[config.mk]
export PLATFORM = sky130hd
export DESIGN_NAME = matrix_dim_scanner
export DESIGN_NICKNAME = d
export VERILOG_FILES = /design/src/rtl/matrix_dim_scanner.sv
export SDC_FILE = /design/constraint.sdc
export NUM_CORES = 1
export LEC_CHECK = 0
export ABC_AREA = 0
export BUFFER_PORTS_ARGS = -buffer_cell sky130_fd_sc_hd__buf_2
export CORE_ASPECT_RATIO = 0.9
export CORE_MARGIN = 5
export CORE_UTILIZATION = 30
export CTS_CLUSTER_DIAMETER = 150
export CTS_CLUSTER_SIZE = 24
export DETAILED_ROUTE_END_ITERATION = 10
export GPL_TIMING_DRIVEN = 1
export SYNTH_ARGS = -nofsm -noshare
export SYNTH_HDL_FRONTEND = slang
export SYNTH_SLANG_ARGS = --single-unit
export TNS_END_PERCENT = 30
[constraint.sdc]
create_clock -name clk -period 4.25 [get_ports clk]
set_input_delay 0.2125 -clock clk [delete_from_list [all_inputs] [get_ports clk]]
set_output_delay 0.2125 -clock clk [all_outputs]
set_load 0.01 [all_outputs]
[src/rtl/matrix_dim_scanner.sv]
// matrix_dim_scanner: walks the metadata store and reports slots holding valid matrices of the requested dimensions
module matrix_dim_scanner #(
    parameter int NUM_SLOTS = 8,
    parameter int ID_WIDTH  = 3,
    parameter int DIM_WIDTH = 3,
    parameter int MAX_DIM   = 5
) (
    input  logic                 clk,
    input  logic                 rst,
    input  logic                 scan_start,
    input  logic [DIM_WIDTH-1:0] target_m,
    input  logic [DIM_WIDTH-1:0] target_n,
    output logic                 scan_busy,
    output logic                 scan_done,
    output logic                 scan_err,
    output logic [NUM_SLOTS-1:0] match_mask,
    output logic [ID_WIDTH:0]    match_count,
    output logic [ID_WIDTH-1:0]  first_id,
    output logic                 found,
    output logic                 meta_rd_en,
    output logic [ID_WIDTH-1:0]  meta_rd_addr,
    input  logic                 meta_valid,
    input  logic [DIM_WIDTH-1:0] meta_rows,
    input  logic [DIM_WIDTH-1:0] meta_cols
);
    typedef enum logic [1:0] {IDLE, ISSUE, DRAIN, DONE} state_t;
    localparam logic [ID_WIDTH-1:0]  LAST = ID_WIDTH'(NUM_SLOTS - 1);
    localparam logic [DIM_WIDTH-1:0] MAXD = DIM_WIDTH'(MAX_DIM);
    state_t state, state_nxt;
    logic [DIM_WIDTH-1:0] tm, tn;
    logic wild, rd_q, legal, accept, hit;
    logic [ID_WIDTH-1:0] addr_q;
    assign accept = state == IDLE && scan_start;
    assign legal = (target_m == '0 && target_n == '0) ||
                   (target_m != '0 && target_n != '0 && target_m <= MAXD && target_n <= MAXD);
    // compare stage sees RAM data one cycle after the read strobe
    assign hit = rd_q && meta_valid && (wild || (meta_rows == tm && meta_cols == tn));
    assign meta_rd_en = state == ISSUE;
    assign scan_busy = state != IDLE;
    assign scan_done = state == DONE;
    always_ff @(posedge clk or posedge rst)
        if (rst) state <= IDLE;
        else state <= state_nxt;
    always_comb begin
        state_nxt = state;
        state_nxt = state == IDLE  ? (scan_start ? (legal ? ISSUE : DONE) : IDLE) :
                    state == ISSUE ? (meta_rd_addr == LAST ? DRAIN : ISSUE) :
                    state == DRAIN ? DONE : IDLE;
    end
    always_ff @(posedge clk or posedge rst) begin
        if (rst) begin
            tm <= '0;
            tn <= '0;
            wild <= 1'b0;
            rd_q <= 1'b0;
            addr_q <= '0;
            scan_err <= 1'b0;
            match_mask <= '0;
            match_count <= '0;
            first_id <= '0;
            found <= 1'b0;
            meta_rd_addr <= '0;
        end else if (accept) begin
            tm <= target_m;
            tn <= target_n;
            wild <= target_m == '0 && target_n == '0;
            rd_q <= 1'b0;
            scan_err <= !legal;
            match_mask <= '0;
            match_count <= '0;
            first_id <= '0;
            found <= 1'b0;
            meta_rd_addr <= '0;
        end else begin
            rd_q <= meta_rd_en;
            addr_q <= meta_rd_addr;
            if (meta_rd_en) meta_rd_addr <= meta_rd_addr == LAST ? '0 : meta_rd_addr + 1'b1;
            if (hit) begin
                match_mask[addr_q] <= 1'b1;
                match_count <= match_count + 1'b1;
                if (match_count == '0) first_id <= addr_q;
            end
            if (state == DRAIN) found <= hit || match_count != '0;
        end
    end
endmodule
Yosys cells after proc, flatten, opt, wreduce, memory -nomap -nowiden --
Index checks and enable logic that the tools add are counted.
Storage, ports and cells: bits in registers 33, latch bits 0, RAM bits 0, memory bits (read-only) 0, input bits 16, output and inout port bits 23, logic and storage cells 72, memories kept 0
Operators by class: add/sub/neg operators 2, multipliers 0, divide/modulo/power cells 0, $lt $le $gt $ge 4, eq/ne operators 6, shift operators 0, muxes and demuxes 21, bitwise operators 1, reductions and logical operators 26
Operators by type and width (count):
- 3-bit 2-to-1 mux | 6
- 8-bit 2-to-1 mux | 2
- 2-bit 2-to-1 mux | 6
- 2-bit nonzero test | 5
- 1-bit logical AND | 9
- 4-bit 2-to-1 mux | 2
- 8-bit bitwise OR | 1
- 3-bit == test | 2
- 3-bit <= comparator, second input constant | 2
- 3-bit zero test | 2
- 3-bit nonzero test | 2
- 4-bit by 1-bit adder with 4-bit output, second input constant | 1
- 2-bit == test, second input constant | 2
- 4-bit zero test | 1
- 3-bit by 4-bit < comparator with 1-bit output, second input constant | 1
- 1-bit 2-to-1 mux | 4
- 4-bit nonzero test | 1
- 3-bit by 1-bit adder with 3-bit output, second input constant | 1
- 1-bit demux with 3-bit select | 1
- 3-bit == test, second input constant | 1
- 3-bit by 1-bit >= comparator with 1-bit output, second input constant | 1
- 1-bit logical OR | 3
- 2-bit by 1-bit == test with 1-bit output, second input constant | 1
- 2-bit zero test | 1
- 2 further kinds | 2

Logic depth before layout (Yosys ltp) --
word-level depth 8, depth in mapped cells 6, mapped depth without buffers 6

Least setup slack after synthesis --
No wires, ideal clock.
path type flip-flop to flip-flop, from register tn[1], to register match_mask[5], setup time 0.110 ns, arrival 1.647 ns, data required time 4.140 ns, setup slack 2.492 ns, stages on the path, launching flop included 6, path buffers 1, period minus slack after synthesis 1.758 ns, path through dfrtp_1 -> xor2_1 -> or4_4 -> o21ba_1 -> buf_6 -> o41ai_1
Between the ends: longest elaborated chain between the ends 5
RTL lines:
- start, declared | line 30 | logic [DIM_WIDTH-1:0] tm, tn;
- start signal, assigned | line 65 | tn <= target_n;
- 3-bit == test | line 37 | assign hit = rd_q && meta_valid && (wild || (meta_rows == tm && meta_cols == tn));
- 1-bit logical AND | line 37
- 1-bit logical OR | line 37
- 1-bit logical AND | line 37
- 2-bit nonzero test (no source line)
- end signal, assigned | line 58 | match_mask <= '0;
- end signal, assigned | line 69 | match_mask <= '0;
- end signal, assigned by index | line 79 | match_mask[addr_q] <= 1'b1;
- end, declared | line 16 | output logic [NUM_SLOTS-1:0] match_mask,
Every way passes these cells. A chain may end at the register's enable or synchronous reset.

Final worst setup path --
from register state[0], to register match_count[0]
Between the ends: longest elaborated chain between the ends 3, elaborated cells on any way between the ends 4, those cells by class mux: 1; reduce/logical: 3
RTL lines:
- start, declared | line 29 | state_t state, state_nxt;
- start signal, assigned | line 43 | else state <= state_nxt;
- 2-bit zero test * | line 33 | assign accept = state == IDLE && scan_start;
- 1-bit logical AND * | line 33
- 4-bit 2-to-1 mux or 2-bit nonzero test (tied branches)
- end signal, assigned | line 80 | match_count <= match_count + 1'b1;
- end, declared | line 17 | output logic [ID_WIDTH:0] match_count,
Mark *: on every way between the ends. The rest lies on a longest branch, timed or not.

==> impl_results.md <==
- Antenna cells: 0
- Total gr overflow: 0
- Synth top area cells: dfrtp_1 52%, nand2_1 12%, mux2i_1 3.7%
- TNS Setup: 0 ns
- Final Hold Viols: 0
- Measured slew at the worst slew-check pin: 1.10 ns
- Critical path endpoint category: register
- Crit path max-delay family: simple AND/OR/NAND/NOR gates
- Crit path buffers/inverters: 0
- Netlist cell types: 30
- Crit Path Class: register to register
- Largest net degree at the start of global routing: 36
- Async SR Flop Fraction: 1.00
- Vias in the first global route: 1,264
- Logic pwr share: 0.320
- Sequential share of power: 0.415
- Max cap viols: 0
- Post-DP HPWL: between 2 and 3 mm
- Wire per inst: 12.8 um
- Slowest-stage cell, CP: nor2_1
- Clock power share: 0.265
- Synth cell count leaders: 53 x nand2_1, 33 x dfrtp_1, 11 x o21ai_0
- Core Area: approximately 5200 um^2
- Longest Clk Path Bufs: 2
- Htree depth: 2
- Startpoint class of the critical path: register
- Fraction of layout cells with a size suffix above 1: 0.236
- Final max-slew violation count: 0
- Status: completed
- Pleak: 0.999 nW
- Synth top area share: 0.515
- Pint: around 730 uW
- Row count: 25
- Area growth, synth to finish: 23.0%
- Ys Warns: 0
- CTS hold repair buffers: 0
- Clock skew: approximately 0.005 ns
- Io pins: 39
- Mapped cell area: roughly 1600 um^2
- Power Density: 583 nW/um^2
- Die Area: 6910 um^2
- HP Class: input port to async pin
- DIE HEIGHT: 79.3 um
- Die Width: around 87 um
- Inserted Clock Buffers: 5
- Number of enable flip-flop cells after synthesis: 0
- Global-route wire length before repair: 5.86 mm
- Postcts setup bufs: 0
- WP data required: 4.42 ns
- Unrepaired setup endpoints after global routing: false
- Setup-failing EPs final: 0
- Syn Nets: 191
- Placer Congestion: 0.797
- Data arrival, critical path: 2.22 ns
- Post-place instance area: 1850 um^2
- Initial antenna violation count: 0
- Post-route DRC: 0
- Critical path peak fanout: 18
- Sw power: 416 uW
- Post-layout instance area: 1970 um^2
- CP dominant cell by count: nor2_1
- Slew HR: 0.265
- VDD IR max: approximately 0.29 mV
- Sw frac: 0.362
- Clk root buf: clkbuf_8
- Synthesis-stage register bit count: 33
- TritonRoute pass-1 iters: 4
- Count leader, synth: nand2_1
- GRT Total Usage: 0.109
- Port Buffers: 38
- Worst-path clk slew: 0.07 ns
- Final period utilization: 0.482
- CP Cell Sequence: or2_2, nor2_1, nor2_1, mux2_2
- Synth Instances: 171
- Nets: 231
- Vias: 1,276
- PostCTS Resize Cnt: 0
- Later-pin clock latency in the skew report: 0.28 ns
- Slowest stage delay, CP: 0.83 ns
- Final WL: 3.57 mm
- Fin crit period: approximately 2.1 ns
- Sequential area share after synthesis: 0.515
- TritonCTS clock tree: done
- Syn avg cell area: roughly 9.4 um^2
- 1st-iter DRT viols: 67
- Post-synth top area cell: dfrtp_1
- Initial Util: 0.307
- Via density: 4.57
- Final ANT Viol Nets: 0
- Ys flop type: dfrtp_1
- Max Fclk: 0.488 GHz
- CTS sink count: 33
-- worst paths after layout --
kind	cells after the start	to	start	slack, ns
worst min-delay path	3	match_mask[1]	rst	0.006
worst min register to register	2	wild	wild	0.48
worst max register to register	4	match_count[0]	state[0]	2.20
min in group clk	3	tm[0]	target_m[0]	0.15
max in group asynchronous	3	tn[2]	rst	3.95
worst max-delay path	4	match_count[0]	state[0]	2.20
-- layer usage --
metal	global-route usage	part of all wire
met1	0.141	0.49
met2	0.160	0.44
met3	0.0384	0.056
met4	0.0561	0.021
met5	0	0
-- flip-flops by register name, indices dropped and copies added (netlist names) --
signal,flops
match_mask,8
match_count,4
addr_q,3
first_id,3
meta_rd_addr,3
tm,3
tn,3
state,2
found,1
rd_q,1
scan_err,1
wild,1
-- layout make-up --
cell class                 count  area, um^2
fill                         535        3250
clock inverter                 1        30.0
tap                           67        83.8
sequential                    33         826
inverter                       7        26.3
multi-input combinational    125         721
timing repair buffer          39         198
clock buffer                   7        86.3
-- stage by stage --
stage               power (mW)  hold WS, ns  worst slack, ns  std cells   util
floorplan                0.731        0.318             2.49        171      -
global placement         0.844        0.326             2.30        271  0.355
detailed placement       0.855        0.327             2.24        271  0.355
CTS                       1.16       0.0165             2.23        279  0.377
global route              1.24       0.0580             2.02        279  0.377
finish                    1.15      0.00599             2.20        279  0.377
-- placed cells by master (no fill, tap or decap), types with 2 or more instances in the layout --
| cell type | Yosys | final |
|---|---|---|
| mux2i_1 | 6 | 6 |
| nand3_1 | 2 | 2 |
| inv_1 | 7 | 7 |
| nand2b_1 | 8 | 8 |
| and3_1 | 2 | 2 |
| xor2_1 | 3 | 3 |
| buf_2 | 0 | 38 |
| clkbuf_8 | 0 | 6 |
| ha_1 | 4 | 4 |
| o41ai_1 | 6 | 6 |
| nand2_1 | 53 | 53 |
| or3_1 | 2 | 2 |
| or4_1 | 2 | 2 |
| dfrtp_1 | 33 | 33 |
| o31ai_1 | 2 | 2 |
| o21ai_0 | 11 | 11 |
| xnor2_1 | 3 | 3 |
| nand4_1 | 3 | 3 |
| nor2_1 | 6 | 6 |
| or2_2 | 2 | 2 |
-- tightest hold or removal path, cell delays in order --
cell,delay (ns)
buf_2,0.09
inv_1,0.04
buf_4,0.37
-- kinds of logic (layout without fill, tap and decap cells) --
group                      count (synthesis)  after routing  share of synthesized area
and+or+nand+nor                           83             83                      0.236
DFF                                       33             33                      0.515
AOI/OAI and AO/OA                         25             25                      0.105
buffers and inverters                     13             54                     0.0351
muxes                                      7              7                     0.0445
xor gates and xnor gates                   6              6                     0.0328
adders and majority gates                  4              4                     0.0312
-- power groups by stage --
stage | Clock (mW) | Sequential, mW | Combinational, mW
2_1_floorplan | 0 | 0.479 | 0.253
3_3_place_gp | 0 | 0.476 | 0.368
3_5_place_dp | 0 | 0.482 | 0.373
4_1_cts | 0.311 | 0.476 | 0.375
5_1_grt | 0.324 | 0.490 | 0.428
6_report | 0.304 | 0.476 | 0.368
Power figures use the tool's default switching activity.
